$ cat src/rtl/serial_arith_pkg.sv
// Shared types and helpers for the bit-serial arithmetic FSM family
// (adder today, subtractor later).
package serial_arith_pkg;

  // Control states common to every serial arithmetic unit.
  typedef enum logic [1:0] {
    IDLE = 2'd0,
    RUN  = 2'd1,
    DONE = 2'd2
  } ser_state_t;

  // Bit-counter width for a given operand width.
  // Never returns less than one bit, so WIDTH=2 still gets a real counter.
  function automatic int ser_cnt_width(input int width);
    if (width <= 2) begin
      return 1;
    end else begin
      return $clog2(width);
    end
  endfunction

endpackage : serial_arith_pkg

$ cat src/rtl/full_adder_df.sv
// Single-bit full adder, pure dataflow.
// This is the only arithmetic cell the serial adder uses.
module full_adder_df (
  input  logic a,
  input  logic b,
  input  logic cin,
  output logic sum,
  output logic cout
);

  logic half_s;

  assign half_s = a ^ b;
  assign sum    = half_s ^ cin;
  assign cout   = (a & b) | (cin & half_s);

endmodule : full_adder_df

$ cat src/rtl/serial_adder_fsm.sv
// Bit-serial WIDTH-bit adder.
// Operands are captured on an accepted start and added LSB-first, one bit per
// clock, through one full-adder cell. The result is presented with a
// single-cycle done pulse and then held until the next completion.
module serial_adder_fsm
  import serial_arith_pkg::*;
#(
  parameter int WIDTH = 8
) (
  input  logic             clk,
  input  logic             rst_n,
  input  logic             start,
  input  logic [WIDTH-1:0] a,
  input  logic [WIDTH-1:0] b,
  input  logic             cin,
  output logic             busy,
  output logic             done,
  output logic [WIDTH-1:0] sum,
  output logic             cout
);

  localparam int            CW       = ser_cnt_width(WIDTH);
  localparam logic [CW-1:0] CNT_LAST = CW'(WIDTH - 1);
  localparam logic [CW-1:0] CNT_ONE  = CW'(1);

  ser_state_t       state_q,  state_d;
  logic [WIDTH-1:0] a_sh_q,   a_sh_d;
  logic [WIDTH-1:0] b_sh_q,   b_sh_d;
  logic [WIDTH-1:0] sum_sh_q, sum_sh_d;
  logic             carry_q,  carry_d;
  logic [CW-1:0]    cnt_q,    cnt_d;
  logic             busy_q,   busy_d;
  logic             done_q,   done_d;
  logic [WIDTH-1:0] sum_q,    sum_d;
  logic             cout_q,   cout_d;

  logic             fa_sum_s;
  logic             fa_cout_s;

  // The one full-adder cell, always looking at the current LSBs and carry.
  full_adder_df u_fa (
    .a    (a_sh_q[0]),
    .b    (b_sh_q[0]),
    .cin  (carry_q),
    .sum  (fa_sum_s),
    .cout (fa_cout_s)
  );

  // Next-state logic: operand capture, per-bit shifting and result hand-off.
  always_comb begin
    state_d  = state_q;
    a_sh_d   = a_sh_q;
    b_sh_d   = b_sh_q;
    sum_sh_d = sum_sh_q;
    carry_d  = carry_q;
    cnt_d    = cnt_q;
    busy_d   = 1'b0;
    done_d   = 1'b0;
    sum_d    = sum_q;
    cout_d   = cout_q;

    case (state_q)
      IDLE, DONE: begin
        // DONE accepts a new request exactly like IDLE, giving back-to-back ops.
        if (start) begin
          a_sh_d   = a;
          b_sh_d   = b;
          sum_sh_d = {WIDTH{1'b0}};
          carry_d  = cin;
          cnt_d    = {CW{1'b0}};
          busy_d   = 1'b1;
          state_d  = RUN;
        end else begin
          busy_d   = 1'b0;
          state_d  = IDLE;
        end
      end

      RUN: begin
        // start is deliberately not looked at here.
        a_sh_d   = {1'b0, a_sh_q[WIDTH-1:1]};
        b_sh_d   = {1'b0, b_sh_q[WIDTH-1:1]};
        sum_sh_d = {fa_sum_s, sum_sh_q[WIDTH-1:1]};
        carry_d  = fa_cout_s;
        if (cnt_q == CNT_LAST) begin
          // Last bit: publish the completed word and leave RUN.
          sum_d   = {fa_sum_s, sum_sh_q[WIDTH-1:1]};
          cout_d  = fa_cout_s;
          cnt_d   = {CW{1'b0}};
          done_d  = 1'b1;
          busy_d  = 1'b0;
          state_d = DONE;
        end else begin
          cnt_d   = cnt_q + CNT_ONE;
          busy_d  = 1'b1;
          state_d = RUN;
        end
      end

      default: begin
        // Unreachable encoding: fall back to a quiet IDLE.
        busy_d  = 1'b0;
        done_d  = 1'b0;
        state_d = IDLE;
      end
    endcase
  end

  // State, datapath and output registers with asynchronous clear.
  always_ff @(posedge clk or negedge rst_n) begin
    if (!rst_n) begin
      state_q  <= IDLE;
      a_sh_q   <= {WIDTH{1'b0}};
      b_sh_q   <= {WIDTH{1'b0}};
      sum_sh_q <= {WIDTH{1'b0}};
      carry_q  <= 1'b0;
      cnt_q    <= {CW{1'b0}};
      busy_q   <= 1'b0;
      done_q   <= 1'b0;
      sum_q    <= {WIDTH{1'b0}};
      cout_q   <= 1'b0;
    end else begin
      state_q  <= state_d;
      a_sh_q   <= a_sh_d;
      b_sh_q   <= b_sh_d;
      sum_sh_q <= sum_sh_d;
      carry_q  <= carry_d;
      cnt_q    <= cnt_d;
      busy_q   <= busy_d;
      done_q   <= done_d;
      sum_q    <= sum_d;
      cout_q   <= cout_d;
    end
  end

  assign busy = busy_q;
  assign done = done_q;
  assign sum  = sum_q;
  assign cout = cout_q;

endmodule : serial_adder_fsm

$ cat config.mk
export PLATFORM = sky130hd
export DESIGN_NAME = serial_adder_fsm
export DESIGN_NICKNAME = d
export VERILOG_FILES = /design/src/rtl/serial_arith_pkg.sv /design/src/rtl/full_adder_df.sv /design/src/rtl/serial_adder_fsm.sv
export SDC_FILE = /design/constraint.sdc
export NUM_CORES = 1
export LEC_CHECK = 0
export CORE_MARGIN = 2
export CORE_UTILIZATION = 45
export CTS_CLUSTER_DIAMETER = 120
export DETAILED_ROUTE_END_ITERATION = 7
export PLACE_DENSITY = 0.74
export SLEW_MARGIN = 20
export SYNTH_ARGS = -nofsm -noshare
export SYNTH_HDL_FRONTEND = slang
export SYNTH_SLANG_ARGS = --single-unit
$ cat constraint.sdc
create_clock -name clk -period 3.78 [get_ports clk]
set_input_delay 0.378 -clock clk [delete_from_list [all_inputs] [get_ports clk]]
set_output_delay 0.378 -clock clk [all_outputs]
set_load 0.05 [all_outputs]
Word-level counts from Yosys, hierarchy flattened

Index checks and enable logic that the tools add are counted.
Widths: inputs -> output; s select.

Flip-flop bits (word level): 41
Bits in latches: 0
Bits in writable memories: 0
ROM bits: 0
Input port bits: 20
Output and inout port bits: 11
Word-level logic and storage cells: 44
Memories kept: 0

Add/subtract/negate cells: 1
Multipliers: 0
Div/mod/pow operators: 0
Order comparisons: 0
Eq/ne operators: 4
Shift-type cells: 0
Muxes and demuxes: 19
Bitwise gates (word level): 5
Reduce and logical (&&, ||, !) cells: 5

Operators with widths:

| operator            | number |
|---|---|
| $pmux 8 s2          | 3 |
| $mux 8              | 3 |
| $mux 1              | 6 |
| $mux 3              | 2 |
| $pmux 3 s2          | 1 |
| $pmux 1 s2          | 2 |
| $pmux 2 s2          | 1 |
| $reduce_and 2->1    | 2 |
| $add 3x1->3 const B | 1 |
| $eq 3x3->1 const B  | 1 |
| $and 1x1->1         | 2 |
| $eq 2x1->1 const B  | 1 |
| $eq 2x2->1 const B  | 1 |
| $logic_not 2->1     | 1 |
| $mux 2              | 1 |
| $ne 2x2->1 const B  | 1 |
| $reduce_bool 2->1   | 1 |
| $reduce_or 2->1     | 1 |
| $xor 1x1->1         | 2 |
| $or 1x1->1          | 1 |

Longest topological paths before layout

Depth after elaboration: 4
Depth in mapped cells: 5

Cells and area by module

Synthesis repeated with hierarchy kept, for this count alone.

Cells, all modules: 154
Area, all modules: 1863.0 um^2

Modules (own cells, without submodules):

| module           | instances | cells each | area each (um^2) |
|---|---|---|---|
| serial_adder_fsm | 1         | 153        | 1843.0 |
| full_adder_df    | 1         | 1          | 20.0 |

Least setup slack after synthesis

Ideal clock, no wire load.

Path type: reg2reg
Start point: register, netlist name done
End point: register sum_sh_q[6]
Library setup time: 121 ps
Arrival: 1386 ps
Required time: 3659 ps
Slack: 2273 ps
Cell stages (with the launch flop): 4
Path buffers: 1
Clock period less this slack: 1507 ps
Path through: dfrtp_1 > buf_6 > mux2_2 > a22o_1

RTL lines:

| element              | RTL line                | text |
|---|---|---|
| end signal, assigned | serial_adder_fsm.sv:115 | `sum_sh_q <= {WIDTH{1'b0}};` |
| end signal, assigned | serial_adder_fsm.sv:126 | `sum_sh_q <= sum_sh_d;` |
| end, declared        | serial_adder_fsm.sv:29  | `logic [WIDTH-1:0] sum_sh_q, sum_sh_d;` |

Worst setup path in the final report

Start point: register done_q (netlist: done)
End point: output port done

RTL lines:

| element                | RTL line                | text |
|---|---|---|
| start, declared        | serial_adder_fsm.sv:33  | `logic done_q, done_d;` |
| start signal, assigned | serial_adder_fsm.sv:130 | `done_q <= done_d;` |
| end, declared          | serial_adder_fsm.sv:17  | `output logic done,` |

No word-level cell between the ends.

==> run summary <==
Summed over all failing endpoints, the final setup total negative slack is 0 ns. The HPWL after detailed placement is 2310 um. The routed design has 3350 um of wire. The average footprint of a synthesized cell is 14.1 um^2. The number of levels the H-tree was split into is 2.

Entering global routing, the biggest net connects 39 pins. The synthesis-stage register bit count is 38. The hold buffer count at CTS is 0. Dividing the detail-routed via count by the number of cells gives 5.46. The number of buffers inserted by post-CTS setup repair came out at 0. The kind of end point of the critical path is a primary output. The tightest min-delay check is of the in -> async type. The congestion estimate from routability-driven global placement came to 0.686.

The hold slack came out at 0.184 ns. The global router's overall resource usage came out at 0.158. In the final layout, the share of cells above drive strength 1 is 0.190. Of the available clock period, the critical path in the final layout requires 0.644.

The arrival time at the worst endpoint came out at 2.06 ns. The type of element launching the critical path is a flip-flop. During I/O placement, the number of pins put on the boundary was 31. The critical-path maximum fanout is 16. The endpoint required time on the critical path is 3.40 ns. The category of cells accounting for the largest share of critical-path delay is buffers and inverters. The global route total overflow is 0. The count of filler cells inserted in the layout came out at 331. The number of violations of the max-capacitance limit came out at 0. The final count of negative-setup-slack endpoints came out at 0. The worst setup path is of the reg -> out kind. The power density over cell area is 800 mW/mm^2. The height of the chip is 69.3 um. The final route contains 1,191 vias. The die is 69.3 um wide. TritonCTS built the clock tree. The number of antenna diodes in the final layout is 0. The clock passes through at most 2 buffers. Leaving out fill and tap cells, the most frequent cells in the layout are mux2i_1, dfrtp_1, clkdlybuf4s50_1. The first global-routing pass estimated 6100 um of wire. Compared with the post-synthesis result, the final layout area differs by 20.6%. The row count is 23. The root buffer cell is clkbuf_8. The number of antenna violations at the first check in global routing came out at 0. The number of standard cells after synthesis came out at 136.

The max-slew violation count is 0. The post-synth design cell area came out at 0.00192 mm^2. The clock slew seen by the registers of the worst setup and hold paths came out at 0.07 ns. The number of iterations in the first detailed-routing pass came out at 4. The longest individual stage delay on the worst path came out at 0.94 ns. The slowest library cell on the worst path is clkdlybuf4s50_1. The floorplan step defined a die boundary enclosing 0.00480 mm^2.

The largest voltage drop on the vdd net came out at 0.254 mV. The clock period minus worst slack is 2.44 ns. Dividing the detail-routed wire length by the instance count gives 15.4 um. The via count of the first global-routing pass is 1,270. The hold violation count in the final report came out at 0.

Once detail routing completed, the nets flagged for antenna violations numbered 0. The critical path goes through clkdlybuf4s50_1. Counting the buffers created by CTS gives 5.

The library cell used most frequently in the layout, excluding fill and tap cells, is mux2i_1. Headroom to the max-slew limit came out at 0.448. Clock tree synthesis found a total of 38 sinks. The count of distinct cell types in the synthesized netlist is 17.

The clock skew came out at 0.00352 ns. The total of buffers placed on input and output ports came out at 30. The leakage component of the power is 1.08 nW. The achievable frequency came out at 411 MHz. The number of DRC violations after detailed-routing iteration 0 is 60. The share of synthesized area occupied by flip-flops and latches came out at 0.496. The DRC violations left is 0.

The total number of nets in the final design is 190. Gates resized during post-CTS repair numbered 0. For the pin with the worst max-slew slack, the measured transition is 0.828 ns. The synthesized netlist net count is 159. The critical path buffer and inverter count is 1.

The flow ran to the end, and the final reports show no timing, DRC or antenna violations. The Yosys warning count is 0. The total core area came out at 0.00406 mm^2. The initial utilization of the core area, before any placement, comes to 0.472.

Setup repair after global routing left no endpoint under its margin. The worst-skew pair later-pin latency came out at 0.29 ns.
==> logic make-up after synthesis <==
logic type	after synthesis	share of synthesized area
mux	65	0.351
flops	38	0.496
fa+ha+maj	3	0.0235
compound gates	13	0.0535
simple gates	7	0.0235
buf+inv	10	0.0522
==> Yosys cell counts <==
cell	count	share of area
inv_1	1	0.0020
mux2i_1	47	0.25
fa_1	1	0.010
a22o_1	9	0.041
a31o_2	1	0.0046
o21ai_0	3	0.0078
buf_4	6	0.023
nor4b_1	1	0.0046
nand3_1	2	0.0052
mux2_2	18	0.11
buf_6	1	0.0059
nand2b_1	2	0.0065
buf_12	2	0.021
ha_1	2	0.013
nor2_2	1	0.0033
dfrtp_1	38	0.50
nand3b_1	1	0.0039
==> metal layers <==
| layer | vias to the layer above | GRT usage | wire length, um |
|---|---|---|---|
| met1 | 598 | 0.199 | 1520 |
| met4 | 0 | 0.0632 | 53 |
| met2 | 28 | 0.247 | 1600 |
| met3 | 6 | 0.0567 | 173 |
| li1 | 559 | - | - |
| met5 | - | 0 | 0 |
==> report_power, final <==
part / total, W / leakage (nW) / internal, W / switching, W
sequential: 0.000722 / 0.482 / 0.000582 / 0.000140
combinational: 0.000804 / 0.539 / 0.000390 / 0.000414
clock: 0.000323 / 0.0575 / 0.000184 / 0.000139
==> per-stage QoR <==
| step | util | cells | instance area (um^2) | total power [W] | setup slack (ns) |
|---|---|---|---|---|---|
| after global placement | 0.542 | 210 | 2200 | 0.00150 | 1.65 |
| after floorplan | - | 136 | 1920 | 0.00133 | 2.27 |
| final | 0.570 | 218 | 2310 | 0.00185 | 1.34 |
| after detailed placement | 0.542 | 210 | 2200 | 0.00155 | 1.62 |
| after global routing | 0.570 | 218 | 2310 | 0.00198 | 1.27 |
| after CTS | 0.570 | 218 | 2310 | 0.00188 | 1.31 |
==> worst reg2reg max path, delay by kind of cell, from the launching register on <==
family | cells | cell delay, ns
buffers and inverters | 1 | 0.36
DFF | 1 | 0.83
muxes | 1 | 0.40
and+or+nand+nor | 1 | 0.43
==> final cells by class <==
| class | instances | area [um^2] | area share |
|---|---|---|---|
| clock buffers | 8 | 110 | 0.0476 |
| well taps | 50 | 62.6 | 0.0271 |
| flip-flops and latches | 38 | 951 | 0.411 |
| multi-input cells | 88 | 866 | 0.375 |
| repair buffers | 33 | 318 | 0.138 |
| inverters | 1 | 3.75 | 0.00162 |
==> path summary, 6_finish.rpt <==
check,startpoint,slack (ns),depth (start not counted),end
max in group asynchronous,rst_n,3.07,1,sum[1]
min in group clk,sum[4],0.50,1,sum[4]
min,rst_n,0.18,1,carry_q
max,done,1.34,1,done
min reg2reg,sum[4],0.50,1,sum[4]
max reg2reg,done,1.65,3,sum[5]
==> sequential cells by signal, summed over array words and instances (netlist names) <==
signal and flops:
done 1, b_sh_q 8, sum 8, sum_sh_q 7, a_sh_q 8, cout 1, cnt_q 3, carry_q 1
state_q 1
Power figures use the tool's default switching activity.
